## src/rtl/demux_1_8_deser.sv

```systemverilog
// 1:8 TDM deserializer: assembles sof-aligned 8-bit frames from a serial stream and
// presents them on registered outputs a..h with a valid/ready handshake and idle timeout.
module demux_1_8_deser #(
    parameter int TIMEOUT = 15
) (
    input  logic       clk,
    input  logic       rst_n,
    input  logic       din,
    input  logic       in_valid,
    output logic       in_ready,
    input  logic       sof,
    output logic       a,
    output logic       b,
    output logic       c,
    output logic       d,
    output logic       e,
    output logic       f,
    output logic       g,
    output logic       h,
    output logic       out_valid,
    input  logic       out_ready,
    output logic [2:0] sel,
    output logic       err
);

    // A zero-width counter is illegal, so keep one bit when the timeout is disabled.
    localparam int CNT_W = (TIMEOUT > 0) ? $clog2(TIMEOUT + 1) : 1;
    localparam logic [CNT_W-1:0] CNT_LAST = CNT_W'((TIMEOUT > 0) ? TIMEOUT - 1 : 0);

    typedef enum logic {
        IDLE,
        COLLECT
    } state_t;

    state_t           state, state_next;
    logic [2:0]       sel_next;
    logic [7:0]       asm_q, asm_next;
    logic [7:0]       frame, frame_next;
    logic             out_valid_next;
    logic             err_next;
    logic [CNT_W-1:0] idle_cnt, idle_cnt_next;
    logic             accept;

    // Only the slot-7 bit can be refused: it would overwrite a frame not yet taken.
    assign in_ready = !(state == COLLECT && sel == 3'd7 && out_valid && !out_ready);
    assign accept   = in_valid && in_ready;

    assign {h, g, f, e, d, c, b, a} = frame;

    always_comb begin
        // NOTE: every variable gets a default first so no path leaves one unassigned (no latches).
        state_next     = state;
        sel_next       = sel;
        asm_next       = asm_q;
        frame_next     = frame;
        out_valid_next = out_valid && !out_ready;
        err_next       = 1'b0;
        idle_cnt_next  = idle_cnt;

        case (state)
            IDLE: begin
                if (accept) begin
                    if (sof) begin
                        asm_next      = {7'd0, din};
                        sel_next      = 3'd1;
                        idle_cnt_next = '0;
                        state_next    = COLLECT;
                    end else begin
                        err_next = 1'b1;
                    end
                end
            end
            COLLECT: begin
                if (accept) begin
                    idle_cnt_next = '0;
                    if (sof) begin
                        err_next = 1'b1;
                        asm_next = {7'd0, din};
                        sel_next = 3'd1;
                    end else if (sel == 3'd7) begin
                        frame_next     = {din, asm_q[6:0]};
                        out_valid_next = 1'b1;
                        sel_next       = 3'd0;
                        state_next     = IDLE;
                    end else begin
                        asm_next[sel] = din;
                        sel_next      = sel + 3'd1;
                    end
                end else if (TIMEOUT > 0 && !in_valid) begin
                    if (idle_cnt == CNT_LAST) begin
                        err_next      = 1'b1;
                        asm_next      = '0;
                        sel_next      = 3'd0;
                        idle_cnt_next = '0;
                        state_next    = IDLE;
                    end else begin
                        idle_cnt_next = idle_cnt + CNT_W'(1);
                    end
                end
            end
            default: state_next = IDLE;
        endcase
    end

    // NOTE: registered state uses non-blocking assignments so all flops update together.
    always_ff @(posedge clk or negedge rst_n) begin
        if (!rst_n) begin
            state     <= IDLE;
            sel       <= 3'd0;
            asm_q     <= '0;
            frame     <= '0;
            out_valid <= 1'b0;
            err       <= 1'b0;
            idle_cnt  <= '0;
        end else begin
            state     <= state_next;
            sel       <= sel_next;
            asm_q     <= asm_next;
            frame     <= frame_next;
            out_valid <= out_valid_next;
            err       <= err_next;
            idle_cnt  <= idle_cnt_next;
        end
    end

endmodule

```

## config.mk

```make
export PLATFORM = sky130hd
export DESIGN_NAME = demux_1_8_deser
export DESIGN_NICKNAME = d
export VERILOG_FILES = /design/src/rtl/demux_1_8_deser.sv
export SDC_FILE = /design/constraint.sdc
export NUM_CORES = 1
export LEC_CHECK = 0
export CAP_MARGIN = 5
export CELL_PAD_IN_SITES_DETAIL_PLACEMENT = 2
export CELL_PAD_IN_SITES_GLOBAL_PLACEMENT = 2
export CORE_ASPECT_RATIO = 1.1
export CORE_UTILIZATION = 36
export CTS_CLUSTER_SIZE = 28
export DETAILED_ROUTE_END_ITERATION = 8
export PLACE_DENSITY_LB_ADDON = 0.12
export SYNTH_ARGS = -nofsm -noshare
export SYNTH_HDL_FRONTEND = slang
export SYNTH_SLANG_ARGS = --single-unit
export TNS_END_PERCENT = 1
```

## constraint.sdc

```tcl
create_clock -name clk -period 4.5 [get_ports clk]
set_input_delay 1.125 -clock clk [delete_from_list [all_inputs] [get_ports clk]]
set_output_delay 1.125 -clock clk [all_outputs]
set_load 0.005 [all_outputs]
```

==> results.cfg, run 1 <==
[timing]
setup_tns_ns = 0
slew-limit-headroom_pct = 39.0
fin_crit_ns = 3.78
setup_viol = 0
max_slew.worst_pin.slew_ns = 0.916
finalHoldViolations = 0
slew_viol_final = 0
fin_skew_ns = 0.00405
fmaxAchievable_mhz = 265
fin_crit_sh_pct = 83.9
hold-worst-slack_ns = 0.511
rsz0062_at_grt = false

[setup_path]
r2r_slack_ns = 2.06
ff2ff_path_depth = 6
cp_num_cells = 4
max_stage_delay_ns = 0.53
required_ns = 3.38
cp_max_fo = 14
cp.arrival_ns = 2.65
critPathKind = in -> out
startpoint_type = input pin
crit_family = buffers and inverters
critPathCaptureType = output port
critPathBufInv = 2
path_cells = clkdlybuf4s50_1 > and3b_1 > nand2_1 > clkdlybuf4s50_1
crit_slowest_cell = and3b_1
cpMostUsedCell = clkdlybuf4s50_1

[clock_tree]
cts_sinks = 25
cts_tree = yes
cts-htree-levels = 1
cts_hold_buf = 0
post_cts_buffers = 0
cts_resized = 0
clk_pin_slew_worst_paths_ns = 0.15
clk-insertion-delay-late_ns = 0.32
root_buffer = clkbuf_4
clk_path_buf_depth = 2
cts_buffers = 3

[yosys]
syn-instance-count = 120
synthArstFlopShare_pct = 100
synth-seq-cells = 25
synth_flop_cell = dfrtp_1
yosysWarnings = 0
synth.cell_area_sq_mm = 0.00129
synth_fa_ha_area_share_pct = 3.88
synth.avg_cell_area_sq_um = 10.7
synth_nets = 130
yosys.area.top_type_share_pct = 48.5
synth_top_family_by_area = compound AO/OA/AOI/OAI gates
synth_compound_area_share_pct = 22.4
synth_most_common_cell = dfrtp_1
synth_mux_area_share_pct = 7.86
netlist_top_cells_count = 25 x dfrtp_1, 11 x nand2_1, 8 x inv_1, 8 x mux2_2, 8 x o21ai_0
synth-edff-count = 0
synth_top_cells_by_area = dfrtp_1 48%, mux2_2 7.0%, a311oi_1 4.8%
yosysTopAreaCell = dfrtp_1
synth_xor_area_share_pct = 0.679
ys_seq_area_share_pct = 48.5
yosys.area_share.simple_pct = 11.3
ys_types = 32

[floorplan]
core_sq_mm = 0.00339
die_w_microns = 59.1
rows = 22
initial_core_util_pct = 38.1
ios = 20
die_h_microns = 64.8
die_area_sq_mm = 0.00383

[routing]
dr.pass1.iters = 4
wire_per_inst_microns = 15.9
dr_total_vias = 1004
viasPerCell = 5.43
drtIter0Drc = 26
drt_wl_total_mm = 2.95
drtAntennaViolNets = 0
drc_errors = 0

[pwr]
peakVddDrop_mv = 0.129
power_leakage_nw = 0.655
p_per_area_mw_per_mm2 = 304
p_total_w = 0.000468

[run]
max_cap_viol_count = 0

[placed_design]
gp_congestion = 0.771
dp_hpwl_mm = 2.13
place_inst = 181
port-buffer-count = 19
placed_area_sq_mm = 0.00151

[finish]
syn2layout_area_growth_pct = 19.2
multiInputGateArea_sq_um = 594
register_area_sq_um = 626
fillCellCount = 362
layoutNonFillerInstCount = 185
antenna_cells = 0
layout-drive-gt1-share_pct = 13.9
postLayoutCellArea_sq_mm = 0.00154
nets = 148

[global_route]
grt_pass1_wl_mm = 5.03
grt_pass1_vias = 1061
grt_overflow = 0
antenna_found_initial = 0
grt_max_degree = 26
track_usage_pct = 17.5

[status]
outcome = finished, final reports clean

[hold_path]
hold_path_class = reg -> reg
hold_depth = 1
power by group:
group	internal [W]	switching [W]	total [W]	leakage, nW
registers	0.000243	0.0000252	0.000268	0.335
clock network	0.0000340	0.0000721	0.000106	0.0139
logic	0.0000458	0.0000476	0.0000934	0.306
stage by stage:
step	worst slack [ns]	utilization, %
3_3_place_gp	0.741	44.5
3_5_place_dp	0.711	44.5
2_1_floorplan	1.69	-
6_report	0.725	45.4
5_1_grt	0.611	45.4
4_1_cts	0.708	45.4
worst register-to-register path, stage by stage (launching register included):
cell     delay, ns
dfrtp_1       0.54
ha_1          0.26
ha_1          0.22
and3b_1       0.34
o211a_2       0.40
nor4_2        0.24
mux2_2        0.36
per-layer routing:
layer / wire [microns] / GRT usage (%) / up-vias
met5: 0 / 0 / -
met2: 1520 / 30.3 / 10
met1: 1340 / 22.4 / 512
met4: 42 / 6.25 / 0
met3: 51 / 1.80 / 4
li1: - / - / 478
area by class of cell:
type,count,share of cell area (%)
Sequential cell,25,40.7
Multi-Input combinational cell,80,38.6
Clock inverter,1,0.488
Clock buffer,3,1.46
Timing Repair Buffer,20,12.9
Tap cell,48,3.91
Inverter,8,1.95
layout by cell type (no fill, tap or decap), types with 3 or more instances in the layout:
master	n
a21oi_1	4
a311oi_1	7
clkbuf_4	3
clkdlybuf4s50_1	19
dfrtp_1	25
ha_1	4
inv_1	8
mux2_2	8
nand2_1	11
nand3_1	3
nor2_1	4
o21ai_0	8
o21ai_1	4
o31ai_1	3
o41ai_1	4
registers in the layout, summed over array words and instances (netlist names):
name,flops
sel,3
out_valid,1
frame,8
err,1
idle_cnt,4
asm_q,7
state,1
cells by family (layout without fill, tap and decap cells):
group,Yosys count,after routing
mux,9,9
xor+xnor,1,1
simple gates,28,28
buf+inv,15,32
fa+ha+maj,4,4
compound gates,38,38
flops,25,25
path summary, 6_finish.rpt:
kind / start / endpoint
worst max-delay path: out_ready / in_ready
min in group asynchronous: rst_n / idle_cnt[3]
max in group asynchronous: rst_n / asm_q[4]
worst min register to register: frame[5] / frame[5]
worst min-delay path: frame[5] / frame[5]
worst max register to register: sel[0] / asm_q[0]
Note: power is estimated with default switching activity, not from simulation.
==> inputs of run 2 (changes only) <==
--- a/config.mk
+++ b/config.mk
@@ -9,7 +9,7 @@
 export CELL_PAD_IN_SITES_DETAIL_PLACEMENT = 2
 export CELL_PAD_IN_SITES_GLOBAL_PLACEMENT = 2
 export CORE_ASPECT_RATIO = 1.1
-export CORE_UTILIZATION = 36
+export CORE_UTILIZATION = 30
 export CTS_CLUSTER_SIZE = 28
 export DETAILED_ROUTE_END_ITERATION = 8
 export PLACE_DENSITY_LB_ADDON = 0.12
==> constraint.sdc (replaced) <==
create_clock -name clk -period 3.05 [get_ports clk]
set_input_delay 0.7625 -clock clk [delete_from_list [all_inputs] [get_ports clk]]
set_output_delay 0.7625 -clock clk [all_outputs]
set_load 0.005 [all_outputs]
==> run 2 against run 1 <==
Core utilization is 6.5 points lower. Wire length is 8.2% higher. Clock-buffer cell count stayed put. Sequential share of layout area is 1.0 points lower. Clock power is 96% higher. First-iteration DRC count is 12% higher.
==> results.cfg, run 2 (same netlist as run 1, synthesis figures left out) <==
[status]
outcome = finished, final reports clean

[finish]
fillCellCount = 446
antenna_cells = 0
largest_register_ffs = 8
final_common_cell = dfrtp_1
nets = 150
layout-drive-gt1-share_pct = 15.1
layoutNonFillerInstCount = 191
final_cell_mix = 25 x dfrtp_1, 19 x clkdlybuf4s50_1, 11 x nand2_1
syn2layout_area_growth_pct = 22.2
top_regs = frame x8, asm_q x7, idle_cnt x4
regMostFlops = frame

[clock_tree]
cts_tree = yes
clk_pin_slew_worst_paths_ns = 0.10
root_buffer = clkbuf_8
clk_path_buf_depth = 2
cts-htree-levels = 1
cts_buffers = 3
post_cts_buffers = 0
cts_hold_buf = 0
cts_sinks = 25
cts_resized = 0
clk-insertion-delay-late_ns = 0.28

[setup_path]
critPathKind = reg -> out
crit_start = sel[0]
cp_max_fo = 10
critPathCaptureType = output port
worstReg2RegStart = sel[0]
startpoint_type = flop
required_ns = 2.29
cp.arrival_ns = 2.05
ff2ff_path_depth = 7
r2r-end = asm_q[0]
r2r_slack_ns = 0.61
endpoint = in_ready

[routing]
dr.pass1.iters = 4
drc_errors = 0
wire_per_inst_microns = 16.7
drt_wl_total_mm = 3.19
drtIter0Drc = 29
dr_total_vias = 1022
viasPerCell = 5.35
drtAntennaViolNets = 0

[floorplan]
die_area_sq_mm = 0.00457
die_w_microns = 64.5
die_h_microns = 70.8
ios = 20
core_sq_mm = 0.00405
initial_core_util_pct = 31.8
rows = 24

[global_route]
grt_overflow = 0
track_usage_pct = 15.5
grt_max_degree = 26
antenna_found_initial = 0
grt_pass1_wl_mm = 5.43
grt_pass1_vias = 1107

[pwr]
p_per_area_mw_per_mm2 = 474
peakVddDrop_mv = 0.154
power_leakage_nw = 0.674

[placed_design]
place_inst = 187
port-buffer-count = 19
dp_hpwl_mm = 2.28
gp_congestion = 0.719

[timing]
max_slew.worst_pin.slew_ns = 0.419
setup_tns_ns = 0
finalHoldViolations = 0
rsz0062_at_grt = false
fin_crit_sh_pct = 92.1
slew-limit-headroom_pct = 72.1
fmaxAchievable_mhz = 356
setup_viol = 0
fin_skew_ns = 0.00545
slew_viol_final = 0
fin_crit_ns = 2.81

[hold_path]
hold_path_class = reg -> reg

[run]
max_cap_viol_count = 0
## run 2: changes by cell type in the layout (fill, tap and decap cells not counted)
cell / delta
buf_4: +2
clkbuf_4: -3
clkbuf_8: +3
## run 2: through the flow
stage          total power [W]  instance area [sq um]  util, %  hold slack [ns]  setup slack [ns]
6_report              0.000748                   1580     38.9            0.497             0.242
5_1_grt               0.000789                   1580     38.9            0.543             0.125
4_1_cts               0.000763                   1580     38.9            0.509             0.218
3_5_place_dp          0.000548                   1530     37.7            0.486             0.261
3_3_place_gp          0.000539                   1530     37.7            0.470             0.280
2_1_floorplan         0.000471                   1290        -            0.467             0.926
## run 2: final cells by class
type / count / area (sq um) / share of cell area [%]
clock buffers: 3 / 41.3 / 2.62
clock inverters: 1 / 7.51 / 0.476
inverters: 8 / 30.0 / 1.90
multi-input cells: 80 / 594 / 37.7
flip-flops and latches: 25 / 626 / 39.7
well taps: 52 / 65.1 / 4.13
repair buffers: 22 / 213 / 13.5
## run 2: metal layers
metal / share of wire, % / vias to the layer above / global-route usage [%]
li1: - / 486 / -
met1: 46 / 518 / 20.3
met2: 51 / 14 / 26.3
met3: 2.0 / 4 / 1.45
met4: 1.2 / 0 / 5.93
met5: 0 / - / 0
## run 2: worst min-delay path by stage
stage | startpoint | endpoint | slack (ns) | cells after the start
2_1_floorplan | rst_n | asm_q[0] | 0.47 | 0
3_3_place_gp | frame[5] | frame[5] | 0.47 | 1
3_5_place_dp | frame[5] | frame[5] | 0.49 | 1
4_1_cts | frame[5] | frame[5] | 0.51 | 1
5_1_grt | frame[5] | frame[5] | 0.54 | 1
6_report | frame[5] | frame[5] | 0.50 | 1
## run 2: report_power, final
group	total [W]	switching, W	internal, W
Sequential	0.000397	0.0000379	0.000359
Combinational	0.000143	0.0000743	0.0000690
Clock	0.000208	0.000115	0.0000928
Total	0.000748	0.000227	0.000521
## run 2: worst max-delay path, cell delays in order (launching register included)
cell,delay (ns)
dfrtp_1,0.52
ha_1,0.26
ha_1,0.23
and3b_1,0.20
nand2_1,0.07
clkdlybuf4s50_1,0.50
==> inputs of run 3 (changes only) <==
--- a/config.mk
+++ b/config.mk
@@ -9,6 +9,7 @@
 export CELL_PAD_IN_SITES_DETAIL_PLACEMENT = 2
 export CELL_PAD_IN_SITES_GLOBAL_PLACEMENT = 2
 export CORE_ASPECT_RATIO = 1.1
+export CORE_MARGIN = 2
 export CORE_UTILIZATION = 30
 export CTS_CLUSTER_SIZE = 28
 export DETAILED_ROUTE_END_ITERATION = 8
@@ -16,4 +17,3 @@
 export SYNTH_ARGS = -nofsm -noshare
 export SYNTH_HDL_FRONTEND = slang
 export SYNTH_SLANG_ARGS = --single-unit
-export TNS_END_PERCENT = 1
==> run 3 against run 2 <==
Combinational power up 5%. Maximum frequency up 0.86%. Final area up 0.40%. Clock power down 4%. Non-clock buffer count up 1. First-iteration DRC count up 17%. Power down 1.1%. Critical path depth down 1. Sequential power down 2%. Register-to-register slack better by 0.07 ns. Critical path type is now in -> out.
==> results.cfg, run 3 (same netlist as run 1, synthesis figures left out) <==
[timing]
fin_skew_ns = 0.00266
finalHoldViolations = 0
setup_viol = 0
fin_crit_ns = 2.78
fmaxAchievable_mhz = 359
slew_viol_final = 0
max_slew.worst_pin.slew_ns = 0.422
setup_tns_ns = 0
fin_crit_sh_pct = 91.3
slew-limit-headroom_pct = 71.7
rsz0062_at_grt = false
layout_setup_ws_ns = 0.266

[clock_tree]
cts_buffers = 3
post_cts_buffers = 0
cts_hold_buf = 0
clk_path_buf_depth = 2
cts-htree-levels = 1
cts_tree = yes
cts_sinks = 25
cts_resized = 0
root_buffer = clkbuf_8
clk-insertion-delay-late_ns = 0.27
clk_pin_slew_worst_paths_ns = 0.09

[setup_path]
ff2ff_path_depth = 7
r2r-end = asm_q[0]
crit_slowest_cell = clkdlybuf4s50_1
required_ns = 2.29
startpoint_type = input pin
cp_max_fo = 3
critPathCaptureType = output port
max_stage_delay_ns = 0.50
critPathBufInv = 2
cp.arrival_ns = 2.02
path_cells = clkdlybuf4s50_1 > and3b_1 > nand2_1 > clkdlybuf4s50_1
worstReg2RegStart = sel[1]
critPathKind = in -> out
cpMostUsedCell = clkdlybuf4s50_1
r2r_slack_ns = 0.68
crit_family = buffers and inverters

[floorplan]
die_h_microns = 72.8
rows = 25
initial_core_util_pct = 30.5
die_area_sq_mm = 0.00484
ios = 20
core_sq_mm = 0.00422
die_w_microns = 66.5

[routing]
highest_layer = met4
drtAntennaViolNets = 0
wl_met3_microns = 66
drt_wl_total_mm = 3.18
drc_errors = 0
viasPerCell = 5.29
wl_met2_mm = 1.68
met1Wirelength_mm = 1.41
wire_per_inst_microns = 16.4
dr.pass1.iters = 3
dr_total_vias = 1027
drtIter0Drc = 34

[placed_design]
place_ws_ns = 0.258
port-buffer-count = 19
dp_hpwl_mm = 2.32
place_inst = 190
placed_area_sq_mm = 0.00154
gp_congestion = 0.767

[global_route]
grt_pass1_wl_mm = 5.56
antenna_found_initial = 0
grt_overflow = 0
track_usage_pct = 15.1
grt_max_degree = 26
grt_pass1_vias = 1158

[status]
outcome = finished, final reports clean

[pwr]
p_total_w = 0.000739
power_leakage_nw = 0.680
peakVddDrop_mv = 0.150
p_per_area_mw_per_mm2 = 467

[hold_path]
hold_path_class = reg -> reg
hold_depth = 1
worstHoldStart = frame[5]
holdPathEnd = frame[5]

[finish]
largest_register_ffs = 8
nets = 151
regMostFlops = frame
layoutNonFillerInstCount = 194
final_common_cell = dfrtp_1
layout-drive-gt1-share_pct = 15.0
antenna_cells = 0
final_cell_mix = 25 x dfrtp_1, 19 x clkdlybuf4s50_1, 11 x nand2_1
syn2layout_area_growth_pct = 22.7
postLayoutCellArea_sq_mm = 0.00158
top_regs = frame x8, asm_q x7, idle_cnt x4

[run]
max_cap_viol_count = 0
run 3: metrics by stage:
stage / hold WS (ns) / util, %
final: 0.502 / 37.5
after detailed placement: 0.491 / 36.4
after floorplan: 0.467 / -
after global routing: 0.534 / 37.5
after global placement: 0.472 / 36.4
after CTS: 0.512 / 37.5
run 3: where the power goes:
group	switching, W	leakage, nW	internal, W
registers	0.0000309	0.335	0.000359
logic	0.0000785	0.322	0.0000715
clock network	0.000106	0.0228	0.0000934
total	0.000216	0.680	0.000524
run 3: worst max-delay path by stage:
stage | endpoint | slack, ns | depth (start not counted) | from
after global placement | in_ready | 0.28 | 4 | out_ready
after floorplan | in_ready | 0.93 | 6 | sel[1]
after CTS | in_ready | 0.26 | 4 | out_ready
after global routing | in_ready | 0.19 | 4 | out_ready
after detailed placement | in_ready | 0.26 | 4 | out_ready
final | in_ready | 0.27 | 4 | out_ready
run 3: area by class of cell:
cell class / count / area (sq um)
Clock buffer: 4 / 45.0
Fill cell: 479 / 2640
Inverter: 8 / 30.0
Multi-Input combinational cell: 80 / 594
Sequential cell: 25 / 626
Tap cell: 54 / 67.6
Timing Repair Buffer: 23 / 220
run 3: per-layer routing:
metal | vias up | GRT usage [%]
li1 | 487 | -
met3 | 2 | 2.31
met4 | 0 | 4.76
met5 | - | 0
met2 | 9 | 25.7
met1 | 529 | 19.7
